File: src/rtl/rom_loader_pkg.sv
// Shared types and constants for the ROM download loader.
package rom_loader_pkg;

    localparam int         FIFO_DEPTH_DEF = 4;
    localparam logic [7:0] PAD_BYTE       = 8'h00;

    typedef enum logic {
        IDLE     = 1'b0,
        WAIT_ACK = 1'b1
    } iss_state_t;

    // One FIFO entry: word address [23:1] plus the assembled 16-bit word.
    typedef struct packed {
        logic [22:0] addr;
        logic [15:0] data;
    } rom_word_t;

    // Place the even/odd bytes of a word according to the byte order option.
    function automatic logic [15:0] pack_word(input logic [7:0] even,
                                              input logic [7:0] odd,
                                              input logic       swap);
        return swap ? {odd, even} : {even, odd};
    endfunction

endpackage

File: src/rtl/rom_loader_fifo.sv
// Small synchronous word FIFO with occupancy count; depth is a power of two.
module rom_loader_fifo #(
    parameter int DEPTH = 4,
    parameter int W     = 39
) (
    input  logic                     clk,
    input  logic                     reset_n,
    input  logic                     push,
    input  logic [W-1:0]             push_data,
    input  logic                     pop,
    output logic [W-1:0]             pop_data,
    output logic [$clog2(DEPTH):0]   count,
    output logic                     empty,
    output logic                     full
);
    localparam int AW = $clog2(DEPTH);
    localparam int CW = AW + 1;

    logic [W-1:0]  mem [DEPTH];
    logic [AW-1:0] wr_ptr;
    logic [AW-1:0] rd_ptr;
    logic          do_push;
    logic          do_pop;

    assign empty    = (count == '0);
    assign full     = (count == CW'(DEPTH));
    assign do_push  = push & ~full;
    assign do_pop   = pop & ~empty;
    assign pop_data = mem[rd_ptr];

    // Storage array, written on accepted pushes only.
    always_ff @(posedge clk) begin
        if (do_push)
            mem[wr_ptr] <= push_data;
    end

    // Pointers wrap naturally at the power-of-two depth.
    always_ff @(posedge clk) begin
        if (!reset_n) begin
            wr_ptr <= '0;
            rd_ptr <= '0;
            count  <= '0;
        end else begin
            if (do_push) wr_ptr <= wr_ptr + 1'b1;
            if (do_pop)  rd_ptr <= rd_ptr + 1'b1;
            count <= count + CW'(do_push) - CW'(do_pop);
        end
    end

endmodule

File: src/rtl/rom_loader.sv
// Assembles an ioctl byte stream into 16-bit words and writes them to the
// SDRAM controller ROM port via a toggle req/ack handshake.
module rom_loader
    import rom_loader_pkg::*;
#(
    parameter int FIFO_DEPTH = FIFO_DEPTH_DEF,
    parameter bit BYTE_SWAP  = 1'b0
) (
    input  logic        clk,
    input  logic        reset_n,
    input  logic        ioctl_download,
    input  logic        ioctl_wr,
    input  logic [24:0] ioctl_addr,
    input  logic [7:0]  ioctl_data,
    output logic        ioctl_wait,
    output logic        romwr_req,
    input  logic        romwr_ack,
    output logic [22:0] romwr_a,
    output logic [15:0] romwr_d,
    output logic [22:0] rom_end,
    output logic        loading,
    output logic        load_done
);
    localparam int             CW       = $clog2(FIFO_DEPTH) + 1;
    localparam logic [CW-1:0]  WAIT_LVL = CW'(FIFO_DEPTH - 2);

    logic          pend_vld, pend_vld_n;
    logic [22:0]   pend_a, pend_a_n;
    logic [7:0]    pend_d, pend_d_n;
    // Second word of a flush+new pair, pushed the following cycle.
    logic          extra_vld, extra_vld_n;
    rom_word_t     extra_w, extra_w_n;
    logic          dl_q;

    logic          push_req, push_ok, pop;
    rom_word_t     push_w, head_w, flush_w;
    logic [CW-1:0] fifo_cnt;
    logic          fifo_empty, fifo_full;
    iss_state_t    state;
    logic          byte_ok, ld_now;
    logic [22:0]   wa, end_base;

    assign wa       = ioctl_addr[23:1];
    assign byte_ok  = ioctl_wr & ~ioctl_addr[24];
    assign flush_w  = {pend_a, pack_word(pend_d, PAD_BYTE, BYTE_SWAP)};
    assign push_ok  = push_req & ~fifo_full;
    assign pop      = (state == IDLE) & ~fifo_empty & (romwr_req == romwr_ack);
    assign ioctl_wait = (fifo_cnt >= WAIT_LVL) | extra_vld;
    assign ld_now   = ioctl_download | ~fifo_empty | pend_vld | extra_vld | (state == WAIT_ACK);
    assign end_base = (ioctl_download & ~dl_q) ? '0 : rom_end;

    // Byte assembler: decide this cycle's FIFO push and next pending/extra state.
    always_comb begin
        push_req    = 1'b0;
        push_w      = extra_w;
        pend_vld_n  = pend_vld;
        pend_a_n    = pend_a;
        pend_d_n    = pend_d;
        extra_vld_n = 1'b0;
        extra_w_n   = extra_w;
        if (extra_vld) begin
            // Any byte strobed now is dropped; ioctl_wait was high.
            push_req    = 1'b1;
            push_w      = extra_w;
            extra_vld_n = fifo_full;
        end else if (byte_ok && !fifo_full) begin
            if (!ioctl_addr[0]) begin
                push_req   = pend_vld;
                push_w     = flush_w;
                pend_vld_n = 1'b1;
                pend_a_n   = wa;
                pend_d_n   = ioctl_data;
            end else if (pend_vld && pend_a == wa) begin
                push_req   = 1'b1;
                push_w     = {wa, pack_word(pend_d, ioctl_data, BYTE_SWAP)};
                pend_vld_n = 1'b0;
            end else begin
                push_req   = 1'b1;
                pend_vld_n = 1'b0;
                if (pend_vld) begin
                    push_w      = flush_w;
                    extra_vld_n = 1'b1;
                    extra_w_n   = {wa, pack_word(PAD_BYTE, ioctl_data, BYTE_SWAP)};
                end else begin
                    push_w = {wa, pack_word(PAD_BYTE, ioctl_data, BYTE_SWAP)};
                end
            end
        end else if (!ioctl_download && pend_vld && !fifo_full) begin
            // Download ended with half a word buffered.
            push_req   = 1'b1;
            push_w     = flush_w;
            pend_vld_n = 1'b0;
        end
    end

    // Assembler registers, download edge tracking and highest written address.
    always_ff @(posedge clk) begin
        if (!reset_n) begin
            pend_vld  <= 1'b0;
            pend_a    <= '0;
            pend_d    <= '0;
            extra_vld <= 1'b0;
            extra_w   <= '0;
            dl_q      <= 1'b0;
            rom_end   <= '0;
        end else begin
            pend_vld  <= pend_vld_n;
            pend_a    <= pend_a_n;
            pend_d    <= pend_d_n;
            extra_vld <= extra_vld_n;
            extra_w   <= extra_w_n;
            dl_q      <= ioctl_download;
            rom_end   <= (push_ok && push_w.addr > end_base) ? push_w.addr : end_base;
        end
    end

    rom_loader_fifo #(
        .DEPTH (FIFO_DEPTH),
        .W     ($bits(rom_word_t))
    ) u_fifo (
        .clk       (clk),
        .reset_n   (reset_n),
        .push      (push_ok),
        .push_data (push_w),
        .pop       (pop),
        .pop_data  (head_w),
        .count     (fifo_cnt),
        .empty     (fifo_empty),
        .full      (fifo_full)
    );

    // Issuer FSM: one outstanding toggle request; req tracks ack while in reset.
    always_ff @(posedge clk) begin
        if (!reset_n) begin
            state     <= IDLE;
            romwr_req <= romwr_ack;
            romwr_a   <= '0;
            romwr_d   <= '0;
        end else begin
            case (state)
                IDLE: if (pop) begin
                    romwr_a   <= head_w.addr;
                    romwr_d   <= head_w.data;
                    romwr_req <= ~romwr_req;
                    state     <= WAIT_ACK;
                end
                WAIT_ACK: if (romwr_ack == romwr_req) state <= IDLE;
                default: state <= IDLE;
            endcase
        end
    end

    // Registered busy flag and its falling-edge completion pulse.
    always_ff @(posedge clk) begin
        if (!reset_n) begin
            loading   <= 1'b0;
            load_done <= 1'b0;
        end else begin
            loading   <= ld_now;
            load_done <= loading & ~ld_now;
        end
    end

endmodule
File: config.mk
export PLATFORM = sky130hd
export DESIGN_NAME = rom_loader
export DESIGN_NICKNAME = d
export VERILOG_FILES = /design/src/rtl/rom_loader_pkg.sv /design/src/rtl/rom_loader_fifo.sv /design/src/rtl/rom_loader.sv
export SDC_FILE = /design/constraint.sdc
export NUM_CORES = 1
export LEC_CHECK = 0
export BUFFER_PORTS_ARGS = -buffer_cell sky130_fd_sc_hd__buf_2
export CAP_MARGIN = 10
export CORE_MARGIN = 2
export CORE_UTILIZATION = 50
export DETAILED_ROUTE_END_ITERATION = 8
export GPL_TIMING_DRIVEN = 1
export HOLD_SLACK_MARGIN = 0.1
export PLACE_DENSITY_LB_ADDON = 0.1
export REMOVE_ABC_BUFFERS = 1
export SYNTH_ARGS = -nofsm -noshare
export SYNTH_HDL_FRONTEND = slang
export SYNTH_SLANG_ARGS = --single-unit
File: constraint.sdc
create_clock -name clk -period 8.87 [get_ports clk]
set_input_delay 0.4435 -clock clk [delete_from_list [all_inputs] [get_ports clk]]
set_output_delay 0.4435 -clock clk [all_outputs]
set_load 0.005 [all_outputs]
==> reports/qor.csv <==
stage,metric,value,unit
timing,setup_viol,0,
grt,antenna_found_initial,3,
layout,fin_nets,1238,
logic_synthesis,synth_ff_type,edfxtp_1,
pwr,clkPwrFrac,0.336,
placed_design,gp_congestion,0.823,
detailed_routing,routedWlPerCell,19.5,µm
clock_network,cts_resized,0,
floorplanning,coreArea,24300,µm²
clock_network,root_buffer,clkbuf_16,
grt,grt_use_total,0.230,
clock_network,cts_hold_buf,0,
clock_network,clock_path_buffers,3,
floorplanning,fp.dieW,161,µm
pwr,power.switching,983,µW
setup_path,cp_data_required_time,9240,ps
pwr,switching_share,0.279,
setup_path,r2r_start,pend_a[7]$_SDFFE_PN0P_,
pwr,p_seq_frac,0.461,
grt,grt_pass1_vias,8388,
logic_synthesis,syn_inst,1091,
timing,setup_tns,0,ps
floorplanning,die_h,161,µm
timing,relSlewSlack,0.212,
timing,final_period_minus_worst_setup_slack,4780,ps
logic_synthesis,synth_edf_count,157,
grt,grt_pass1_wl,47300,µm
layout,syn_to_final_growth,13.8,%
clock_network,cts_setup_buffers,0,
clock_network,htreeDepth,1,
setup_path,path_max_fanout,23,
logic_synthesis,synth-seq-cells,294,
layout,fillCellCount,2029,
floorplanning,placementRows,57,
detailed_routing,wirelength,29700,µm
setup_path,crit_path_end_kind,flop,
detailed_routing,drtIter0Drc,742,
timing,fin_crit_sh,0.539,
clock_network,path_clk_slew,60,ps
grt,grt_max_degree,64,
worst_hold_path,hold_path.class,in -> reg,
layout,drive_above_1_share,0.182,
timing,grt_setup_unrepaired,no,
setup_path,critPathCapture,rom_end[18]$_SDFF_PN0_,
grt,met2_usage,0.360,
pwr,internal-power,2540,µW
detailed_routing,via_per_inst,5.67,
detailed_routing,num_vias,8613,
layout,fin_util,0.580,
timing,slew_violations,0,
setup_path,worstSetupStartpoint,pend_a[7]$_SDFFE_PN0P_,
grt,grt-ovfl-total,0,
floorplanning,io_pins,104,
grt,met3_usage,0.0424,
pwr,power_density,249,nW/µm²
setup_path,rrSetupSlack,4090,ps
timing,setup_slack,4090,ps
grt,grtUsageMet1,0.335,
placed_design,hpwl,19000,µm
setup_path,arrival,5150,ps
logic_synthesis,yosysSeqAreaShare,0.601,
detailed_routing,dr.pass1.iters,5,
setup_path,start_kind,flop,
timing,hold_viol,0,
detailed_routing,drtAntennaViolNets,0,
pwr,irDropWorstVdd,0.198,mV
clock_network,cts_made_buffers,30,
setup_path,critPathKind,reg -> reg,
flow_run,cap_violations,0,
timing,max_freq,0.209,GHz
logic_synthesis,synth-async-reset-ratio,0,
logic_synthesis,synth_area,12400,µm²
floorplanning,start_util,0.510,
setup_path,reg2regPathDepth,13,
logic_synthesis,yosysWarnings,0,
placed_design,post-place-ws,3860,ps
placed_design,io_buffer_count,103,
timing,finClkSkew,12.3,ps
floorplanning,die_area,26100,µm²
grt,top_usage_layer,met2,
detailed_routing,drc,0,
pwr,pwr-share-comb,0.203,
clock_network,clk_latency,550,ps
run_status,status,completed,
logic_synthesis,ys_types,45,
logic_synthesis,syn_area_per_cell,11.4,µm²
pwr,p_leak,0.00500,µW
timing,holdWs,159,ps
clock_network,cts_tree,done,
setup_path,r2r_end,rom_end[18]$_SDFF_PN0_,
timing,timing_worst_slew_pin_value,1180,ps
clock_network,cts_sinks,294,
synthesized netlist by cell type (2+ instances only):
master,number,area (µm²)
buf_1,3,11.3
xor2_1,2,17.5
nand2b_1,8,50.1
a22o_1,9,78.8
o21ai_0,7,35.0
buf_2,16,80.1
o22ai_1,23,144
nand3_1,25,125
or3_1,3,18.8
clkbuf_1,55,206
nand2_1,238,893
inv_1,31,116
a2111o_1,2,22.5
mux4_2,39,878
buf_4,2,15.0
a31oi_1,19,119
nor4_1,30,188
and2_1,16,100
nor2_1,18,67.6
o221ai_1,19,166
dfxtp_1,137,2740
o21a_1,4,30.0
inv_2,2,7.51
a21oi_1,113,566
nand4_1,10,62.6
clkinv_1,2,7.51
a211oi_1,6,45.0
nor3_1,21,105
a21o_1,5,37.5
xnor2_1,26,228
ha_1,30,375
edfxtp_1,157,4710
routing by layer:
layer / share of wire / wire (µm) / up-vias
li1: - / - / 4137
met1: 0.45 / 13400 / 4159
met2: 0.46 / 13800 / 264
met3: 0.065 / 1940 / 49
met4: 0.017 / 499 / 4
met5: 0.00084 / 25 / -
power groups by stage:
| stage | registers [µW] | logic (µW) | clock network [µW] |
|---|---|---|---|
| after floorplan | 1670 | 447 | 0 |
| after global placement | 1650 | 713 | 0 |
| after detailed placement | 1660 | 720 | 0 |
| after CTS | 1630 | 723 | 1210 |
| after global routing | 1640 | 799 | 1250 |
| final | 1620 | 713 | 1180 |
placed cells by master, fill, tap and decap left out, types with 5 or more instances in the layout:
cell and count:
dfxtp_1 135, nand3_1 25, nand4_1 10, a22o_1 9, xnor2_1 26, o221ai_1 19
nand2b_1 8, nor3_1 21, nor2_1 17, clkbuf_16 31, ha_1 30, nor4_1 30
a21oi_1 112, clkbuf_1 16, buf_4 19, a211oi_1 5, a21o_1 5, mux4_2 39
and2_1 12, edfxtp_1 157, o22ai_1 23, nand2_1 238, clkbuf_8 5, a31oi_1 19
buf_2 103, inv_1 31, o21ai_0 7
worst min path at each step:
stage / startpoint / endpoint / depth (start not counted)
after floorplan: loading$_SDFF_PN0_ / load_done$_SDFF_PN0_ / 2
after global placement: loading$_SDFF_PN0_ / load_done$_SDFF_PN0_ / 2
after detailed placement: loading$_SDFF_PN0_ / load_done$_SDFF_PN0_ / 2
after CTS: ioctl_data[4] / extra_w[4]$_SDFFE_PN0P_ / 3
after global routing: ioctl_data[4] / extra_w[4]$_SDFFE_PN0P_ / 3
final: ioctl_data[4] / extra_w[4]$_SDFFE_PN0P_ / 3
through the flow:
step | power (µW) | cells | area, µm²
2_1_floorplan | 2120 | 1015 | 12100
3_3_place_gp | 2370 | 1461 | 13200
3_5_place_dp | 2380 | 1461 | 13200
4_1_cts | 3560 | 1517 | 14100
5_1_grt | 3690 | 1518 | 14100
6_report | 3520 | 1518 | 14100
area by class of cell:
cell class	count	area [µm²]	area share
Timing Repair Buffer	122	658	0.0466
Inverter	35	133	0.00940
Antenna cell	1	2.50	0.000177
Tap cell	324	405	0.0287
Sequential cell	294	7460	0.529
Clock inverter	4	16.3	0.00115
Multi-Input combinational cell	686	4530	0.321
Clock buffer	52	905	0.0641
sequential cells by signal, indices dropped and copies added, names as in the netlist:
| name | flops |
|---|---|
| u_fifo.wr_ptr | 2 |
| romwr_req | 1 |
| pend_a | 23 |
| u_fifo.mem | 156 |
| loading | 1 |
| u_fifo.rd_ptr | 2 |
| load_done | 1 |
| state | 1 |
| extra_w | 31 |
| pend_d | 8 |
| pend_vld | 1 |
| extra_vld | 1 |
| u_fifo.count | 3 |
| romwr_d | 16 |
| romwr_a | 23 |
| dl_q | 1 |
| rom_end | 23 |
critical path, cell delays in order (launching register included):
cell,delay (ps)
dfxtp_1,430
xnor2_1,90
nand4_1,210
nor3_1,80
a2111o_1,760
o221ai_1,570
inv_1,200
ha_1,370
nand4_1,120
nor4_1,370
o21ai_0,160
a21o_1,200
a21oi_2,880
o22ai_1,160
logic make-up after synthesis:
| kind of cell | share of synthesized area |
|---|---|
| AND/OR/NAND/NOR | 0.134 |
| buffers and inverters | 0.0358 |
| flip-flops | 0.601 |
| adder cells (fa/ha/maj) | 0.0319 |
| XOR/XNOR | 0.0198 |
| AO/OA/AOI/OAI | 0.106 |
| multiplexers | 0.0708 |
Power figures use the tool's default switching activity.
